===== src/rtl/i2c_bus_arbiter.sv =====
// rtl/i2c_bus_arbiter.sv - round-robin owner selection and SDA/SCL mux for two I2C masters
// Optional watchdog on a held grant is enabled by defining ARB_TIMEOUT_EN.
module i2c_bus_arbiter #(
  parameter int BUS_FREE       = 4,
  parameter int TIMEOUT_CYCLES = 1024,
  parameter int CNT_W          = 11
) (
  input  logic       clk,
  input  logic       reset,
  input  logic [1:0] req,
  input  logic [1:0] done,
  input  logic [1:0] m_sda,
  input  logic [1:0] m_scl,
  output logic       bus_sda,
  output logic       bus_scl,
  output logic [1:0] grant,
  output logic       arb_control,
  output logic       busy,
  output logic       timeout_err
);

  typedef enum logic [1:0] {IDLE, GRANT0, GRANT1, HOLDOFF} state_t;

  localparam logic [CNT_W-1:0] FREE_LAST = CNT_W'(BUS_FREE - 1);
`ifdef ARB_TIMEOUT_EN
  localparam logic [CNT_W-1:0] TO_LAST = CNT_W'(TIMEOUT_CYCLES - 1);
`endif

  state_t           state;
  logic             last_owner;
  logic [CNT_W-1:0] counter;
  logic             owner_idx;
  logic             release_now;
  logic             next_owner;
  logic             cnt_max;

  assign owner_idx   = (state == GRANT1);
  assign release_now = done[owner_idx] || !req[owner_idx];
  // On a tie the master that did not own the bus last goes next.
  assign next_owner  = (req == 2'b11) ? ~last_owner : req[1];
  assign cnt_max     = &counter;

  always_comb begin
    bus_sda = 1'b1;
    bus_scl = 1'b1;
    case (state)
      GRANT0: begin
        bus_sda = m_sda[0];
        bus_scl = m_scl[0];
      end
      GRANT1: begin
        bus_sda = m_sda[1];
        bus_scl = m_scl[1];
      end
      default: ;
    endcase
  end

  always_ff @(posedge clk or posedge reset) begin
    if (reset) begin
      state       <= IDLE;
      grant       <= 2'b00;
      arb_control <= 1'b0;
      busy        <= 1'b0;
      timeout_err <= 1'b0;
      last_owner  <= 1'b1;
      counter     <= '0;
    end else begin
      timeout_err <= 1'b0;
      case (state)
        IDLE: begin
          counter <= '0;
          if (req != 2'b00) begin
            state       <= next_owner ? GRANT1 : GRANT0;
            grant       <= next_owner ? 2'b10 : 2'b01;
            arb_control <= next_owner;
            busy        <= 1'b1;
          end
        end
        GRANT0, GRANT1: begin
          if (release_now) begin
            state      <= HOLDOFF;
            grant      <= 2'b00;
            last_owner <= owner_idx;
            counter    <= '0;
`ifdef ARB_TIMEOUT_EN
          end else if (counter == TO_LAST) begin
            state       <= HOLDOFF;
            grant       <= 2'b00;
            last_owner  <= owner_idx;
            counter     <= '0;
            timeout_err <= 1'b1;
          end else if (!cnt_max) begin
            counter <= counter + 1'b1;
`endif
          end
        end
        HOLDOFF: begin
          // Saturating so a huge BUS_FREE can never wrap into an early exit.
          if (counter == FREE_LAST) begin
            state   <= IDLE;
            busy    <= 1'b0;
            counter <= '0;
          end else if (!cnt_max) begin
            counter <= counter + 1'b1;
          end
        end
        default: state <= IDLE;
      endcase
    end
  end

endmodule


===== config.mk =====
export PLATFORM = sky130hd
export DESIGN_NAME = i2c_bus_arbiter
export DESIGN_NICKNAME = d
export VERILOG_FILES = /design/src/rtl/i2c_bus_arbiter.sv
export SDC_FILE = /design/constraint.sdc
export NUM_CORES = 1
export LEC_CHECK = 0
export ABC_AREA = 1
export CORE_ASPECT_RATIO = 1.5
export CORE_MARGIN = 1
export CORE_UTILIZATION = 30
export DETAILED_ROUTE_END_ITERATION = 16
export PLACE_DENSITY = 0.61
export RECOVER_POWER = 50
export SYNTH_ARGS = -nofsm -noshare
export SYNTH_HDL_FRONTEND = slang
export SYNTH_SLANG_ARGS = --single-unit

===== constraint.sdc =====
create_clock -name clk -period 1.4 [get_ports clk]
set_input_delay 0.28 -clock clk [delete_from_list [all_inputs] [get_ports clk]]
set_output_delay 0.28 -clock clk [all_outputs]
set_load 0.01 [all_outputs]

==> impl_metrics.json, run 1 <==
{
  "insertion_delay_ns": 0.26,
  "cts_root_buf": "clkbuf_8",
  "p_per_area_nw_per_um2": 1653,
  "drtIter0Drc": 12,
  "max_stage_delay_ns": 0.36,
  "fillers": 360,
  "ir_drop_uv": 1486,
  "seqPwrFrac": 0.229,
  "num_vias": 1209,
  "drc_errors": 0,
  "initial_utilization": 0.3180,
  "syn_area_per_cell_um2": 7.227,
  "setup_violations": 17,
  "violations": "negative setup slack",
  "crit_path_max_fanout": 3,
  "wl_um": 3023,
  "fin_skew_ns": 0.0009151,
  "clock_sinks": 18,
  "portBuffers": 15,
  "cp_num_buf_inv": 3,
  "cts_tree": "built",
  "cts_buffers": 3,
  "num_rows": 27,
  "max_cap_viol_count": 0,
  "cpMaxStageDelayCell": "dfrtp_1",
  "mostFrequentLayoutCells": "nand2_1 (49), buf_4 (21), dfrtp_1 (17)",
  "syn-cell-area_um2": 1192,
  "switching_power_mw": 1.247,
  "p_comb_frac": 0.626,
  "area_growth_syn_to_layout_pct": 53.73,
  "fp.dieH_um": 79.22,
  "ant_nets": 0,
  "multi_input_area_um2": 844.6,
  "gr-total-overflow": 0,
  "yosysSeqAreaShare": 0.3788,
  "grtUsageTotal": 0.1625,
  "fmax_ghz": 0.5936,
  "critPathCaptureType": "primary output",
  "start_kind": "flop",
  "ioPinCount": 17,
  "grt_antenna_before_repair": 0,
  "layout-drive-gt1-share": 0.3524,
  "first_pass_iters": 4,
  "switching_share": 0.4116,
  "grt_max_degree": 19,
  "period_minus_slack_ns": 1.685,
  "layout_setup_ws_ns": -0.2847,
  "seqCellArea_um2": 451.7,
  "antennaDiodeCount": 0,
  "synth_cell_types": 27,
  "wl_per_cell_um": 11.95,
  "run_status": "finished, violations left",
  "final_common_cell": "nand2_1",
  "p_leak_nw": 0.9175,
  "final_area_um2": 1833,
  "viasPerCell": 4.779,
  "core-area_um2": 3750,
  "critPathRequiredTime_ns": 1.12,
  "synth_top_area_cell": "dfrtp_1",
  "synth_area_leaders": "dfrtp_1 (36%), nand2_1 (19%), nand3_1 (5.9%)",
  "grt_pass1_wl_um": 5016,
  "final_nets": 226,
  "worst-endpoint-arrival_ns": 1.40,
  "yosysWarnings": 0,
  "gp_congestion": 0.8259,
  "fin_hold_ws_ns": 0.4697,
  "crit_path_cell_trace": "inv_1 > ha_4 > inv_2 > a221o_1 > buf_2",
  "rsz0062_at_grt": "true",
  "clkTransAtPathRegs_ns": 0.07,
  "die_x_um": 53.48,
  "synth_top_area_frac": 0.3568,
  "clockBufferDepth": 2,
  "synth_cells": 165,
  "ys_ff_latch": 18,
  "period_share": 1.203,
  "hp-class": "reg -> reg",
  "hold_viol": 0,
  "htree_levels": 1,
  "placed_area_um2": 1539,
  "die_area_um2": 4236,
  "grt_pass1_vias": 1238,
  "synth_nets": 180,
  "p_int_mw": 1.783,
  "hpwl_um": 2146,
  "worst-setup-path-type": "reg -> out",
  "critPathTopFamily": "flip-flops",
  "slew_violations": 0,
  "p_clk_frac": 0.145,
  "dp_worst_setup_slack_ns": -0.3979
}
final timing paths:
check / from / end / slack, ns / cells after the start
worst min register to register: last_owner$_DFFE_PP1P_ / last_owner$_DFFE_PP1P_ / 0.47 / 2
max in group asynchronous: reset / last_owner$_DFFE_PP1P_ / 0.50 / 3
min in group asynchronous: reset / counter[3]$_DFFE_PP0P_ / 0.56 / 3
worst min-delay path: last_owner$_DFFE_PP1P_ / last_owner$_DFFE_PP1P_ / 0.47 / 2
worst max-delay path: state[1]$_DFFE_PP0P_ / bus_sda / -0.28 / 5
worst max register to register: state[1]$_DFFE_PP0P_ / counter[10]$_DFFE_PP0P_ / -0.24 / 12
cells in the mapped netlist:
cell type,n
nand4_1,2
a21oi_1,2
a21boi_1,1
nor2_1,16
buf_4,1
a221o_1,2
buf_8,1
nand2_4,1
nand2_2,2
inv_2,1
conb_1,1
nand3b_1,1
nor2_2,3
o21ai_2,2
o21ai_1,2
nor2_4,1
ha_1,5
or2_2,1
nand4_2,1
dfstp_2,1
o21bai_2,1
xor2_1,4
nand2_1,59
dfrtp_1,17
o21ai_0,5
inv_1,18
nand3_1,14
power by group through the flow:
stage	logic, mW	registers (mW)	clock network (mW)
CTS	1.56	0.683	0.448
global placement	1.39	0.690	0
finish	1.90	0.695	0.439
global route	2.11	0.705	0.460
floorplan	0.747	0.715	0
detailed placement	1.41	0.688	0
registers in the layout (all words and copies together) (netlist names):
| name | cells |
|---|---|
| arb_control | 1 |
| grant | 2 |
| busy | 1 |
| state | 2 |
| last_owner | 1 |
| counter | 11 |
layout make-up:
class | instances | share of cell area
Multi-Input combinational cell | 127 | 0.4608
Clock buffer | 4 | 0.03003
Timing Repair Buffer | 42 | 0.1932
Inverter | 19 | 0.04027
Sequential cell | 18 | 0.2464
Tap cell | 43 | 0.02935
per-layer routing:
metal	up-vias	global-route usage	part of all wire
met5	-	0	0
met4	0	0.08421	0.027
met3	8	0.02299	0.025
met2	21	0.3025	0.57
met1	569	0.1641	0.38
li1	611	-	-
what timing repair did:
| item | 4_1_cts | 5_1_grt |
|---|---|---|
| gates resized for setup | 26 | 32 |
| hold buffers | 0 | 0 |
| buffers inserted | 3 | 4 |
| setup endpoints to repair | 22 | 19 |
| cloned | 0 | 1 |
| pin swaps | 8 | 17 |
worst register-to-register path, delay by kind of cell, from the launching register on:
family                   cells  cell delay, ns
AND/OR/NAND/NOR              6            0.52
flip-flops                   1            0.39
buffers and inverters        5            0.46
adder cells (fa/ha/maj)      1            0.16
cell families after synthesis:
kind of cell / synth area share
and+or+nand+nor: 0.3725
buffers and inverters: 0.07869
DFF: 0.3788
AOI/OAI and AO/OA: 0.08500
adders and majority gates: 0.05247
xor gates and xnor gates: 0.02938
other: 0.003145
per-stage QoR:
| stage | util | total power [mW] | setup TNS, ns | cells |
|---|---|---|---|---|
| 6_report | 0.4888 | 3.030 | -3.031 | 253 |
| 5_1_grt | 0.4888 | 3.276 | -4.393 | 253 |
| 4_1_cts | 0.4444 | 2.690 | -4.191 | 249 |
| 3_5_place_dp | 0.4104 | 2.094 | -4.946 | 242 |
| 3_3_place_gp | 0.4104 | 2.079 | -4.718 | 242 |
| 2_1_floorplan | - | 1.462 | -0.03294 | 165 |
(Power assumes the default switching activity.)
==> run 2, diff against run 1 <==
--- a/config.mk
+++ b/config.mk
@@ -10,8 +10,8 @@
 export CORE_MARGIN = 1
 export CORE_UTILIZATION = 30
 export DETAILED_ROUTE_END_ITERATION = 16
-export PLACE_DENSITY = 0.61
 export RECOVER_POWER = 50
+export SKIP_CTS_REPAIR_TIMING = 1
 export SYNTH_ARGS = -nofsm -noshare
 export SYNTH_HDL_FRONTEND = slang
 export SYNTH_SLANG_ARGS = --single-unit
==> run 2 against run 1 <==
Net effect:
- the flow still finishes with violations (negative setup slack)
- sequential power shrank 0.9%
- final area down 1.6%
- first-iteration DRC count grew 25%
- combinational power down 6%
- core utilization shrank 0.80 points
- die area stayed put
- global-route usage down 1.3 points
- sequential share of layout area grew 0.41 points
- clock power fell by 3%
- critical path depth did not move
- via count decreased by 2.2%
- non-clock buffer count did not move
==> impl_metrics.json, run 2 (synthesis results as in run 1) <==
{
  "clock_sinks": 18,
  "ir_drop_uv": 1397,
  "grtUsageTotal": 0.1497,
  "final_common_cell": "nand2_1",
  "critPathCaptureType": "primary output",
  "fin_hold_ws_ns": 0.4798,
  "slew_violations": 0,
  "hold_viol": 0,
  "first_pass_iters": 4,
  "clkTransAtPathRegs_ns": 0.07,
  "die_area_um2": 4236,
  "cts_tree": "built",
  "worst-endpoint-arrival_ns": 1.41,
  "cpMostUsedCell": "inv_2",
  "portBuffers": 15,
  "largest_registers": "counter: 11 flops, grant: 2 flops, state: 2 flops",
  "finalSetupTns_ns": -3.313,
  "period_share": 1.205,
  "insertion_delay_ns": 0.25,
  "largest_reg_flops": 11,
  "fp.dieH_um": 79.22,
  "grt_max_degree": 19,
  "final_nets": 226,
  "ant_nets": 0,
  "grt_pass1_vias": 1104,
  "fin_skew_ns": 0.001282,
  "clockBufferDepth": 2,
  "mostFrequentLayoutCells": "nand2_1 (48), buf_4 (21), dfrtp_1 (17)",
  "crit_path_cell_trace": "inv_2 > ha_4 > inv_2 > a221o_1 > buf_2",
  "fmax_ghz": 0.5926,
  "num_rows": 27,
  "die_x_um": 53.48,
  "regMostFlops": "counter",
  "antennaDiodeCount": 0,
  "area_growth_syn_to_layout_pct": 51.21,
  "gr-total-overflow": 0,
  "hp-class": "reg -> reg",
  "drc_errors": 0,
  "initial_utilization": 0.3180,
  "wl_um": 2951,
  "cts_root_buf": "clkbuf_8",
  "layout_setup_ws_ns": -0.2874,
  "p_leak_nw": 0.9349,
  "layout-drive-gt1-share": 0.3524,
  "fin_util": 0.4808,
  "viasPerCell": 4.672,
  "crit_path_max_fanout": 3,
  "ioPinCount": 17,
  "grt_antenna_before_repair": 0,
  "run_status": "finished, violations left",
  "period_minus_slack_ns": 1.687,
  "max_cap_viol_count": 0,
  "p_per_area_nw_per_um2": 1613,
  "grt_pass1_wl_um": 4657,
  "start_kind": "flop",
  "worst-setup-path-type": "reg -> out",
  "hpwl_um": 2100,
  "wl_per_cell_um": 11.66,
  "cpMaxStageDelayCell": "dfrtp_1",
  "violations": "negative setup slack",
  "core-area_um2": 3750,
  "dp_worst_setup_slack_ns": -0.3857,
  "num_vias": 1182,
  "gp_congestion": 0.8422,
  "setup_violations": 17,
  "max_stage_delay_ns": 0.39,
  "rsz0062_at_grt": "true",
  "drtIter0Drc": 15,
  "critPathRequiredTime_ns": 1.12,
  "cts_buffers": 3,
  "htree_levels": 1
}
-- run 2: stage by stage --
stage                     std cells  instance area [um2]  power (mW)
final                           253                 1803       2.909
after global routing            253                 1803       3.153
after global placement          242                 1539       2.086
after floorplan                 165                 1200       1.462
after detailed placement        242                 1539       2.084
after CTS                       246                 1594       2.534
-- run 2: layout make-up --
| class | count | area (um2) |
|---|---|---|
| multi-input cells | 127 | 799.5 |
| well taps | 43 | 53.80 |
| repair buffers | 42 | 369.1 |
| flip-flops and latches | 18 | 451.7 |
| fillers | 361 | 1947 |
| clock buffers | 4 | 55.05 |
| inverters | 19 | 73.82 |
-- run 2: worst max-delay path: cells and delay by family (launching register included) --
kind                       cells  cell delay, ns
AOI/OAI and AO/OA              1            0.25
adders and majority gates      1            0.27
buffers and inverters          3            0.26
DFF                            1            0.39
-- run 2: final timing paths --
check,from,slack [ns],to,cells past startpoint
worst max-delay path,state[0]$_DFFE_PP0P_,-0.29,bus_scl,5
worst min-delay path,last_owner$_DFFE_PP1P_,0.48,last_owner$_DFFE_PP1P_,2
worst max register to register,state[1]$_DFFE_PP0P_,-0.24,counter[10]$_DFFE_PP0P_,12
worst min register to register,last_owner$_DFFE_PP1P_,0.48,last_owner$_DFFE_PP1P_,2
max in group asynchronous,reset,0.50,last_owner$_DFFE_PP1P_,3
min in group asynchronous,reset,0.56,grant[1]$_DFFE_PP0P_,3
-- run 2: where the power goes --
| part | switching (mW) | internal [mW] |
|---|---|---|
| Clock | 0.179 | 0.250 |
| Combinational | 0.921 | 0.870 |
| Sequential | 0.0619 | 0.627 |
| Total | 1.16 | 1.75 |
-- run 2: metal layers --
metal,GRT usage,routed length [um],share of wire,up-vias
li1,-,-,-,607
met1,0.1704,1171,0.40,550
met2,0.2738,1669,0.57,19
met3,0.01724,54,0.018,6
met4,0.05000,56,0.019,0
met5,0,0,0,-
==> run 3, diff against run 2 <==
--- a/config.mk
+++ b/config.mk
@@ -10,6 +10,7 @@
 export CORE_MARGIN = 1
 export CORE_UTILIZATION = 30
 export DETAILED_ROUTE_END_ITERATION = 16
+export PLACE_DENSITY = 0.5
 export RECOVER_POWER = 50
 export SKIP_CTS_REPAIR_TIMING = 1
 export SYNTH_ARGS = -nofsm -noshare
==> run 3 against run 2 <==
Net effect:
- the run still ends with negative setup slack left
- sequential cell count did not move
- core utilization fell by 0.50 points
- combinational power barely moved
- fmax decreased by 3.2%
- total power is 1.0% higher
- die area is the same
- via count up 3.0%
- final area is 1.0% lower
- count of clock-buffer cells in the layout unchanged
- largest power group unchanged
==> impl_metrics.json, run 3 (synthesis results as in run 1) <==
{
  "run_status": "finished, violations left",
  "violations": "negative setup slack",
  "ant_nets": 0,
  "grt_antenna_before_repair": 0,
  "cpMaxStageDelayCell": "dfrtp_1",
  "p_per_area_nw_per_um2": 1647,
  "max_stage_delay_ns": 0.42,
  "grt_pass1_vias": 1162,
  "wl_um": 3138,
  "clock_sinks": 18,
  "fin_hold_ws_ns": 0.3244,
  "fin_util": 0.4758,
  "clockBufferDepth": 2,
  "finalSetupTns_ns": -4.383,
  "regMostFlops": "counter",
  "drc_errors": 0,
  "fin_skew_ns": 0.001492,
  "gp_congestion": 0.8552,
  "crit_path_max_fanout": 3,
  "portBuffers": 15,
  "hold_viol": 0,
  "ir_drop_uv": 1372,
  "viasPerCell": 4.849,
  "ioPinCount": 17,
  "grt_pass1_wl_um": 4816,
  "period_share": 1.245,
  "critPathRequiredTime_ns": 1.12,
  "start_kind": "flop",
  "die_area_um2": 4236,
  "crit_path_cell_trace": "buf_4 > ha_2 > a221o_1 > buf_2",
  "cts_root_buf": "clkbuf_8",
  "layout-drive-gt1-share": 0.3269,
  "mostFrequentLayoutCells": "nand2_1 (50), buf_4 (20), dfrtp_1 (17)",
  "drtIter0Drc": 8,
  "fp.dieH_um": 79.22,
  "cp_num_buf_inv": 2,
  "final_area_um2": 1784,
  "max_cap_viol_count": 0,
  "initial_utilization": 0.3180,
  "final_nets": 224,
  "p_leak_nw": 0.9180,
  "critPathCaptureType": "primary output",
  "hpwl_um": 2258,
  "core-area_um2": 3750,
  "layout_setup_ws_ns": -0.3431,
  "num_rows": 27,
  "period_minus_slack_ns": 1.743,
  "antennaDiodeCount": 0,
  "finalPower_mw": 2.938,
  "die_x_um": 53.48,
  "grt_max_degree": 16,
  "first_pass_iters": 4,
  "grtUsageTotal": 0.1555,
  "rr_startpoint": "state[1]$_DFFE_PP0P_",
  "worst-endpoint-arrival_ns": 1.46,
  "critPathTopFamily": "flip-flops",
  "gr-total-overflow": 0,
  "final_common_cell": "nand2_1",
  "hp-class": "in -> async",
  "insertion_delay_ns": 0.26,
  "num_vias": 1217,
  "slew_violations": 0,
  "wl_per_cell_um": 12.50,
  "largest_registers": "counter: 11 flops, grant: 2 flops, state: 2 flops",
  "htree_levels": 1,
  "worst-setup-path-type": "reg -> out",
  "setup.worst_path.start": "state[0]$_DFFE_PP0P_",
  "cts_buffers": 3,
  "placed_area_um2": 1546,
  "clkTransAtPathRegs_ns": 0.07,
  "largest_reg_flops": 11,
  "setup_violations": 18,
  "fmax_ghz": 0.5737,
  "cts_tree": "built",
  "rsz0062_at_grt": "true",
  "area_growth_syn_to_layout_pct": 49.63
}
[run 3: final timing paths]
check	to	slack [ns]	depth (start not counted)
max	bus_sda	-0.34	4
min	grant[1]$_DFFE_PP0P_	0.32	2
max reg2reg	state[0]$_DFFE_PP0P_	-0.28	12
min reg2reg	last_owner$_DFFE_PP1P_	0.47	2
max in group asynchronous	counter[4]$_DFFE_PP0P_	0.46	3
min in group clk	last_owner$_DFFE_PP1P_	0.47	2
[run 3: worst reg2reg max path, stage by stage, from the launching register on]
cell and delay (ns):
dfrtp_1 0.41, buf_6 0.14, ha_4 0.16, buf_4 0.13, inv_4 0.05, nor2_1 0.03, nand2_1 0.09, nand2_2 0.10
nand2_8 0.13, buf_6 0.13, nand3_4 0.07, nand2_2 0.09, nand2_1 0.05
[run 3: final cells by class]
type                       count  area [um2]
sequential                    18       451.7
timing repair buffer          40       359.1
clock buffer                   4       55.05
fill                         370        1966
inverter                      19       73.82
tap                           43       53.80
multi-input combinational    127       790.8
[run 3: power by group]
part,internal (mW),switching [mW]
logic,0.851,0.946
registers,0.627,0.0733
clock network,0.251,0.191
[run 3: per-stage QoR]
stage / setup WS (ns) / cells
after floorplan: -0.01573 / 165
after global placement: -0.3715 / 243
after detailed placement: -0.4161 / 243
after CTS: -0.7145 / 247
after global routing: -0.4031 / 251
final: -0.3431 / 251
[run 3: per-layer routing]
layer	track usage	up-vias	wire, um
met4	0.1000	0	77
met5	0	-	0
li1	-	608	-
met1	0.1577	571	1206
met2	0.2788	27	1767
met3	0.02299	11	86
